## src/rtl/hk_round_sequencer_pkg.sv

```systemverilog
`default_nettype none
// ============================================================================
// Package     : sha256_pkg
// Description : Shared types and constants for the SHA-256 H/K sequencer.
// Revision    : 1.0 - initial release
// ============================================================================
package sha256_pkg;

    localparam int H_WORDS  = 8;
    localparam int K_WORDS  = 64;
    localparam int HK_TOTAL = H_WORDS + K_WORDS;

    localparam logic SEL_H = 1'b0;
    localparam logic SEL_K = 1'b1;

    localparam int FIFO_W = 41;

    typedef enum logic [2:0] {
        IDLE    = 3'd0,
        COPY    = 3'd1,
        FETCH_H = 3'd2,
        FETCH_K = 3'd3,
        DRAIN   = 3'd4
    } hk_state_e;

    typedef struct packed {
        logic        spare;
        logic [31:0] word;
        logic        is_k;
        logic [5:0]  idx;
        logic        last;
    } hk_entry_t;

    // H and K words share one 6-bit index field in the stream.
    function automatic logic [5:0] hk_word_idx(input logic sel,
                                               input logic [2:0] h_addr,
                                               input logic [5:0] k_addr);
        return (sel == SEL_K) ? k_addr : {3'b000, h_addr};
    endfunction

endpackage
`default_nettype wire

```

## src/rtl/hk_round_sequencer_if.sv

```systemverilog
`default_nettype none
// ============================================================================
// Interface   : hk_round_sequencer_if
// Description : Memory-control and word-stream signals of the H/K sequencer.
// Revision    : 1.0 - initial release
// ============================================================================
interface hk_round_sequencer_if;

    logic        START;
    logic        COPY_ROM;
    logic        MEM_RDY;
    logic        HK_SELECTOR;
    logic [2:0]  H_ADDR;
    logic [5:0]  K_ADDR;
    logic [31:0] HK;
    logic [31:0] WORD;
    logic        WORD_VALID;
    logic        WORD_READY;
    logic        WORD_IS_K;
    logic [5:0]  WORD_IDX;
    logic        WORD_LAST;
    logic        BUSY;
    logic        DONE;

    modport master (
        input  START, MEM_RDY, HK, WORD_READY,
        output COPY_ROM, HK_SELECTOR, H_ADDR, K_ADDR,
               WORD, WORD_VALID, WORD_IS_K, WORD_IDX, WORD_LAST, BUSY, DONE
    );

    modport slave (
        output START, MEM_RDY, HK, WORD_READY,
        input  COPY_ROM, HK_SELECTOR, H_ADDR, K_ADDR,
               WORD, WORD_VALID, WORD_IS_K, WORD_IDX, WORD_LAST, BUSY, DONE
    );

endinterface
`default_nettype wire

```

## src/rtl/hk_round_sequencer_skid_fifo.sv

```systemverilog
`default_nettype none
// ============================================================================
// Module      : hk_skid_fifo
// Description : Two-entry register FIFO buffering words read from the memory.
// Revision    : 1.0 - initial release
// ============================================================================
module hk_skid_fifo
    import sha256_pkg::*;
(
    input  wire logic              clk,
    input  wire logic              rst,
    input  wire logic              i_push,
    input  wire logic [FIFO_W-1:0] i_data,
    input  wire logic              i_pop,
    output logic      [1:0]        o_count,
    output logic      [FIFO_W-1:0] o_head
);

    logic [FIFO_W-1:0] r_mem_q [2];
    logic [FIFO_W-1:0] w_mem_d [2];
    logic              r_wr_ptr_q, w_wr_ptr_d;
    logic              r_rd_ptr_q, w_rd_ptr_d;
    logic [1:0]        r_count_q,  w_count_d;

    always_comb begin
        w_mem_d    = r_mem_q;
        w_wr_ptr_d = r_wr_ptr_q;
        w_rd_ptr_d = r_rd_ptr_q;
        w_count_d  = r_count_q;
        if (i_push) begin
            w_mem_d[r_wr_ptr_q] = i_data;
            w_wr_ptr_d          = ~r_wr_ptr_q;
        end
        if (i_pop) begin
            w_rd_ptr_d = ~r_rd_ptr_q;
        end
        case ({i_push, i_pop})
            2'b10:   w_count_d = r_count_q + 2'd1;
            2'b01:   w_count_d = r_count_q - 2'd1;
            default: w_count_d = r_count_q;
        endcase
    end

    always_ff @(posedge clk) begin
        if (rst) begin
            r_mem_q[0] <= '0;
            r_mem_q[1] <= '0;
            r_wr_ptr_q <= 1'b0;
            r_rd_ptr_q <= 1'b0;
            r_count_q  <= 2'd0;
        end else begin
            r_mem_q    <= w_mem_d;
            r_wr_ptr_q <= w_wr_ptr_d;
            r_rd_ptr_q <= w_rd_ptr_d;
            r_count_q  <= w_count_d;
        end
    end

    assign o_count = r_count_q;
    assign o_head  = r_mem_q[r_rd_ptr_q];

endmodule
`default_nettype wire

```

## src/rtl/hk_round_sequencer.sv

```systemverilog
`default_nettype none
// ============================================================================
// Module      : hk_round_sequencer
// Description : Runs the H/K ROM-to-RAM copy once, then streams H0..7, K0..63.
// Revision    : 1.0 - initial release
// ============================================================================
module hk_round_sequencer
    import sha256_pkg::*;
(
    input wire logic              CLK,
    input wire logic              RST,
    hk_round_sequencer_if.master  bus
);

    hk_state_e  r_state_q,    w_state_d;
    logic       r_copied_q,   w_copied_d;
    logic       r_copy_rom_q, w_copy_rom_d;
    logic       r_busy_q,     w_busy_d;
    logic       r_done_q,     w_done_d;
    logic [6:0] r_cnt_q,      w_cnt_d;
    logic       r_inflight_q, w_inflight_d;
    logic       r_sel_q,      w_sel_d;
    logic [2:0] r_h_addr_q,   w_h_addr_d;
    logic [5:0] r_k_addr_q,   w_k_addr_d;

    logic [1:0] w_fifo_count;
    hk_entry_t  w_head;
    hk_entry_t  w_push_entry;
    logic       w_word_valid;
    logic       w_pop;
    logic       w_fetching;
    logic [2:0] w_occupancy;
    logic       w_issue;
    logic       w_issue_sel;
    logic [2:0] w_issue_h;
    logic [6:0] w_k_offset;
    logic [5:0] w_issue_k;
    logic       w_fifo_drained;
    logic       w_unused_spare;

    assign w_word_valid = (w_fifo_count != 2'd0);
    assign w_pop        = w_word_valid & bus.WORD_READY;
    assign w_fetching   = (r_state_q == FETCH_H) || (r_state_q == FETCH_K);

    // A read may only be issued if the FIFO is guaranteed a free slot when it lands.
    assign w_occupancy  = {1'b0, w_fifo_count} + {2'b00, r_inflight_q} - {2'b00, w_pop};
    assign w_issue      = w_fetching && (w_occupancy < 3'd2);

    assign w_issue_sel  = (r_cnt_q >= 7'(H_WORDS)) ? SEL_K : SEL_H;
    assign w_issue_h    = r_cnt_q[2:0];
    assign w_k_offset   = r_cnt_q - 7'(H_WORDS);
    assign w_issue_k    = w_k_offset[5:0];

    assign w_fifo_drained = (w_fifo_count == 2'd0) || ((w_fifo_count == 2'd1) && w_pop);

    // The last-issued address registers describe the read that is in flight.
    always_comb begin
        w_push_entry       = '0;
        w_push_entry.word  = bus.HK;
        w_push_entry.is_k  = r_sel_q;
        w_push_entry.idx   = hk_word_idx(r_sel_q, r_h_addr_q, r_k_addr_q);
        w_push_entry.last  = (r_sel_q == SEL_K) && (r_k_addr_q == 6'(K_WORDS - 1));
    end

    hk_skid_fifo u_fifo (
        .clk     (CLK),
        .rst     (RST),
        .i_push  (r_inflight_q),
        .i_data  (w_push_entry),
        .i_pop   (w_pop),
        .o_count (w_fifo_count),
        .o_head  (w_head)
    );

    assign w_unused_spare = w_head.spare;

    always_comb begin
        w_state_d    = r_state_q;
        w_copied_d   = r_copied_q;
        w_copy_rom_d = r_copy_rom_q;
        w_done_d     = 1'b0;
        w_cnt_d      = r_cnt_q;
        w_inflight_d = w_issue;
        w_sel_d      = r_sel_q;
        w_h_addr_d   = r_h_addr_q;
        w_k_addr_d   = r_k_addr_q;

        if (w_issue) begin
            w_sel_d    = w_issue_sel;
            w_h_addr_d = w_issue_h;
            w_k_addr_d = w_issue_k;
            w_cnt_d    = r_cnt_q + 7'd1;
        end

        case (r_state_q)
            IDLE: begin
                if (bus.START) begin
                    w_cnt_d = 7'd0;
                    if (r_copied_q) begin
                        w_state_d = FETCH_H;
                    end else begin
                        w_state_d    = COPY;
                        w_copy_rom_d = 1'b1;
                    end
                end
            end
            COPY: begin
                if (bus.MEM_RDY) begin
                    w_copied_d   = 1'b1;
                    w_copy_rom_d = 1'b0;
                    w_state_d    = FETCH_H;
                end
            end
            FETCH_H: begin
                if (w_issue && (r_cnt_q == 7'(H_WORDS - 1))) begin
                    w_state_d = FETCH_K;
                end
            end
            FETCH_K: begin
                if (w_issue && (r_cnt_q == 7'(HK_TOTAL - 1))) begin
                    w_state_d = DRAIN;
                end
            end
            DRAIN: begin
                if (!r_inflight_q && w_fifo_drained) begin
                    w_state_d = IDLE;
                    w_done_d  = 1'b1;
                end
            end
            default: begin
                w_state_d = IDLE;
            end
        endcase

        w_busy_d = (w_state_d != IDLE);
    end

    always_ff @(posedge CLK) begin
        if (RST) begin
            r_state_q    <= IDLE;
            r_copied_q   <= 1'b0;
            r_copy_rom_q <= 1'b0;
            r_busy_q     <= 1'b0;
            r_done_q     <= 1'b0;
            r_cnt_q      <= 7'd0;
            r_inflight_q <= 1'b0;
            r_sel_q      <= SEL_H;
            r_h_addr_q   <= 3'd0;
            r_k_addr_q   <= 6'd0;
        end else begin
            r_state_q    <= w_state_d;
            r_copied_q   <= w_copied_d;
            r_copy_rom_q <= w_copy_rom_d;
            r_busy_q     <= w_busy_d;
            r_done_q     <= w_done_d;
            r_cnt_q      <= w_cnt_d;
            r_inflight_q <= w_inflight_d;
            r_sel_q      <= w_sel_d;
            r_h_addr_q   <= w_h_addr_d;
            r_k_addr_q   <= w_k_addr_d;
        end
    end

    assign bus.COPY_ROM    = r_copy_rom_q;
    assign bus.HK_SELECTOR = w_issue ? w_issue_sel : r_sel_q;
    assign bus.H_ADDR      = w_issue ? w_issue_h   : r_h_addr_q;
    assign bus.K_ADDR      = w_issue ? w_issue_k   : r_k_addr_q;
    assign bus.WORD        = w_head.word;
    assign bus.WORD_VALID  = w_word_valid;
    assign bus.WORD_IS_K   = w_head.is_k;
    assign bus.WORD_IDX    = w_head.idx;
    assign bus.WORD_LAST   = w_head.last;
    assign bus.BUSY        = r_busy_q;
    assign bus.DONE        = r_done_q;

endmodule
`default_nettype wire

```

## src/flat_wrapper.sv

```systemverilog
// flat-port wrapper written by rule: the top's interface ports become plain ports
module hk_round_sequencer_flat import sha256_pkg::*;
  (CLK, RST, bus_START, bus_MEM_RDY, bus_HK, bus_WORD_READY, bus_COPY_ROM, bus_HK_SELECTOR, bus_H_ADDR, bus_K_ADDR, bus_WORD, bus_WORD_VALID, bus_WORD_IS_K, bus_WORD_IDX, bus_WORD_LAST, bus_BUSY, bus_DONE);
  hk_round_sequencer_if bus_i ();
  input wire logic CLK;
  input wire logic RST;
  input wire logic [$bits(bus_i.START)-1:0] bus_START;
  input wire logic [$bits(bus_i.MEM_RDY)-1:0] bus_MEM_RDY;
  input wire logic [$bits(bus_i.HK)-1:0] bus_HK;
  input wire logic [$bits(bus_i.WORD_READY)-1:0] bus_WORD_READY;
  output wire logic [$bits(bus_i.COPY_ROM)-1:0] bus_COPY_ROM;
  output wire logic [$bits(bus_i.HK_SELECTOR)-1:0] bus_HK_SELECTOR;
  output wire logic [$bits(bus_i.H_ADDR)-1:0] bus_H_ADDR;
  output wire logic [$bits(bus_i.K_ADDR)-1:0] bus_K_ADDR;
  output wire logic [$bits(bus_i.WORD)-1:0] bus_WORD;
  output wire logic [$bits(bus_i.WORD_VALID)-1:0] bus_WORD_VALID;
  output wire logic [$bits(bus_i.WORD_IS_K)-1:0] bus_WORD_IS_K;
  output wire logic [$bits(bus_i.WORD_IDX)-1:0] bus_WORD_IDX;
  output wire logic [$bits(bus_i.WORD_LAST)-1:0] bus_WORD_LAST;
  output wire logic [$bits(bus_i.BUSY)-1:0] bus_BUSY;
  output wire logic [$bits(bus_i.DONE)-1:0] bus_DONE;
  assign bus_i.START = bus_START;
  assign bus_i.MEM_RDY = bus_MEM_RDY;
  assign bus_i.HK = bus_HK;
  assign bus_i.WORD_READY = bus_WORD_READY;
  assign bus_COPY_ROM = bus_i.COPY_ROM;
  assign bus_HK_SELECTOR = bus_i.HK_SELECTOR;
  assign bus_H_ADDR = bus_i.H_ADDR;
  assign bus_K_ADDR = bus_i.K_ADDR;
  assign bus_WORD = bus_i.WORD;
  assign bus_WORD_VALID = bus_i.WORD_VALID;
  assign bus_WORD_IS_K = bus_i.WORD_IS_K;
  assign bus_WORD_IDX = bus_i.WORD_IDX;
  assign bus_WORD_LAST = bus_i.WORD_LAST;
  assign bus_BUSY = bus_i.BUSY;
  assign bus_DONE = bus_i.DONE;
  hk_round_sequencer u_core (.CLK(CLK), .RST(RST), .bus(bus_i));
endmodule
```

## config.mk

```make
export PLATFORM = sky130hd
export DESIGN_NAME = hk_round_sequencer_flat
export DESIGN_NICKNAME = d
export VERILOG_FILES = /design/src/rtl/hk_round_sequencer_pkg.sv /design/src/rtl/hk_round_sequencer_if.sv /design/src/rtl/hk_round_sequencer_skid_fifo.sv /design/src/rtl/hk_round_sequencer.sv /design/src/flat_wrapper.sv
export SDC_FILE = /design/constraint.sdc
export NUM_CORES = 1
export LEC_CHECK = 0
export CORE_MARGIN = 5
export CORE_UTILIZATION = 52
export CTS_CLUSTER_DIAMETER = 50
export CTS_CLUSTER_SIZE = 24
export DETAILED_ROUTE_END_ITERATION = 10
export PLACE_DENSITY = 0.8
export SYNTH_ARGS = -nofsm -noshare
export SYNTH_HDL_FRONTEND = slang
export SYNTH_SLANG_ARGS = --single-unit
```

## constraint.sdc

```tcl
create_clock -name CLK -period 4.55 [get_ports CLK]
set_input_delay 0.91 -clock CLK [delete_from_list [all_inputs] [get_ports CLK]]
set_output_delay 0.91 -clock CLK [all_outputs]
set_load 0.01 [all_outputs]
```

==> out/metrics.yaml <==
root_buffer: "clkbuf_8"
power.total_w: 0.00230
finalHoldViolations: 0
cts_hold_buffers: 0
synth-adder-area-share_pct: 2.03
grt_max_degree: 105
h-tree-depth: 3
slew_headroom_pct: 29.1
cts_tree: "done"
yosys-top-cells-area: "dfxtp_1 (47%), nand2_1 (14%), mux2_2 (9.6%)"
synthFlopType: "dfxtp_1"
die_w_um: 105
worstSkewPairLatency_ns: 0.36
clockBufferDepth: 2
fmax_ghz: 0.232
async_flop_share_pct: 0
clkSinkCount: 109
slew_viol_final: 0
synthCells: 565
p_leak_nw: 2.09
yosys.area.top_type: "dfxtp_1"
yosysWarnings: 0
die_y_um: 105
grt_pass1_wl_mm: 19.1
fin_setup_tns_ns: 0
critPathMaxFanout: 8
setup_viol_count_final: 0
layout.cells.non_filler: 753
yosys.area_share.simple_pct: 21.9
cp-start-kind: "flip-flop"
yosysMostFrequentCell: "nand2_1"
setup_ws_ns: 0.233
outcome: "complete, no violations"
synth_top_area_share_pct: 46.6
antenna_cells: 0
tightest_slew_ns: 1.06
drive_gt1_share_pct: 12.7
synth_fp_nets: 609
grt_use_total_pct: 20.4
via_per_inst: 5.40
syn_area_per_cell_um2: 8.28
path_class: "reg2out"
preCtsSetupSlack_ns: -0.0122
antenna_left: 0
holdWs_ns: 0.456
n_fill_cell: 719
nets: 685
dp_hpwl_mm: 7.58
critPathRequiredTime_ns: 3.64
synth_top_family_by_area: "simple AND/OR/NAND/NOR gates"
antenna_found_initial: 0
yosysUniqueCellTypes: 45
io_pins: 91
overflow: 0
arrival_ns: 3.41
clk_transition_reported_paths_ns: 0.10
synth_area_um2: 4680
rsz0062_at_grt: "false"
drc: 0
core_region_area_um2: 8760
dr.pass1.iters: 4
vias: 4065
drtIter0Drc: 299
cts_made_buffers: 9
power_density_nw_per_um2: 392
synth_edf_count: 0
max_cap_violations: 0
area_growth_pct: 25.6
synth_compound_area_share_pct: 12.4
fin_crit_sh_pct: 94.9
synthMuxAreaShare_pct: 10.6
dieArea_um2: 11000
synth_seq_cells: 109
gp_congestion: 0.858
routed_wl_mm: 11.4
num_rows: 34
min_period_ns: 4.32
dp.cells: 731
ys_seq_area_share_pct: 46.6
start_util_pct: 53.4
cp-end-kind: "output pin"
grt_pass1_vias: 4069
synth-xor-area-share_pct: 2.22
wl_per_cell_um: 15.1
clock-skew-final_ns: 0.0141
synth.top_cells.by_count: "nand2_1 (171), dfxtp_1 (109), a21oi_1 (87), mux2_2 (40), nor2_1 (26)"
numPortBuffers: 90
ir_drop_uv: 258
worst_hold_path_type: "reg2reg"
[final cells by class]
class                           instances  area [um2]  area share, %
Sequential cell                       109        2180           37.2
Clock buffer                            9         124           2.11
Tap cell                              108         135           2.30
Clock inverter                          6        72.6           1.23
Inverter                                9        33.8          0.575
Multi-Input combinational cell        408        2310           39.4
Timing Repair Buffer                  104        1010           17.3
[timing repair]
item / CTS / global route
pin swaps: 1 / 3
cloned: 0 / 0
setup endpoints to repair: 7 / 10
buffers inserted: 2 / 5
gates resized for setup: 3 / 9
[registers in the layout, summed over array words and instances, names as in the netlist]
signal and count:
u_core.bus.COPY_ROM 1, u_core.bus.BUSY 1, u_core.r_k_addr_q 6, u_core.r_copied_q 1
u_core.u_fifo.o_count 2, u_core.r_inflight_q 1, u_core.r_sel_q 1, u_core.bus.DONE 1
u_core.r_state_q 3, u_core.u_fifo.r_rd_ptr_q 1, u_core.r_cnt_q 7, u_core.r_h_addr_q 3
u_core.u_fifo.r_mem_q 80, u_core.u_fifo.r_wr_ptr_q 1
[worst max-delay path, stage by stage, from the launching register on]
cell,delay (ns)
dfxtp_1,0.38
inv_1,0.09
ha_1,0.23
nand2b_1,0.18
xor2_1,0.17
nor2_1,0.15
inv_1,0.07
fa_1,0.53
nand3b_1,0.21
nor2_4,0.26
nand2_1,0.15
nand2_1,0.10
clkdlybuf4s50_1,0.54
[layer usage]
layer | vias up | GRT usage [%] | wire length [um]
met2 | 105 | 34.3 | 5750
li1 | 2031 | - | -
met3 | 20 | 3.39 | 540
met4 | 0 | 8.13 | 249
met1 | 1909 | 26.2 | 4820
met5 | - | 0 | 0
[cell families after synthesis]
kind of cell | count (synthesis)
buffers and inverters | 48
adders and majority gates | 7
AOI/OAI and AO/OA | 107
DFF | 109
and+or+nand+nor | 239
muxes | 44
xor gates and xnor gates | 11
[stage by stage]
| stage | util, % | instance area, um2 |
|---|---|---|
| floorplan | - | 4680 |
| global placement | 64.0 | 5610 |
| detailed placement | 64.0 | 5610 |
| CTS | 66.5 | 5830 |
| global route | 67.1 | 5880 |
| finish | 67.1 | 5880 |
[where the power goes]
part	leakage [nW]	internal (W)	switching, W
registers	0.881	0.00101	0.000111
logic	1.11	0.000321	0.000286
clock network	0.0959	0.000257	0.000319
[layout by cell type (no fill, tap or decap), types with 2 or more instances in the layout]
| cell type | instances |
|---|---|
| a211oi_1 | 8 |
| a21oi_1 | 87 |
| a31oi_1 | 3 |
| buf_4 | 12 |
| buf_6 | 3 |
| clkbuf_8 | 9 |
| clkdlybuf4s50_1 | 86 |
| clkinv_4 | 3 |
| dfxtp_1 | 107 |
| dfxtp_2 | 2 |
| dlymetal6s2s_1 | 2 |
| ha_1 | 6 |
| inv_1 | 9 |
| mux2_2 | 40 |
| mux2i_1 | 3 |
| nand2_1 | 171 |
| nand2b_1 | 3 |
| nand3_1 | 12 |
| nand4_1 | 3 |
| nor2_1 | 26 |
| nor2b_1 | 2 |
| nor2b_4 | 2 |
| nor3_1 | 4 |
| nor3b_1 | 2 |
| nor4b_1 | 4 |
| o21ai_0 | 2 |
| xnor2_1 | 8 |
| xor2_1 | 2 |
[final timing paths]
path                                  start  depth (start not counted)  slack, ns                   endpoint
setup / recovery   u_core.u_fifo.o_count[0]                         12       0.23              bus_H_ADDR[1]
hold reg to reg   u_core.u_fifo.r_mem_q[45]                          2       0.46  u_core.u_fifo.r_mem_q[45]
hold / removal    u_core.u_fifo.r_mem_q[45]                          2       0.46  u_core.u_fifo.r_mem_q[45]
setup reg to reg   u_core.u_fifo.o_count[0]                         14       1.43             u_core.r_sel_q
No activity file was read; power rests on OpenSTA's default activity.
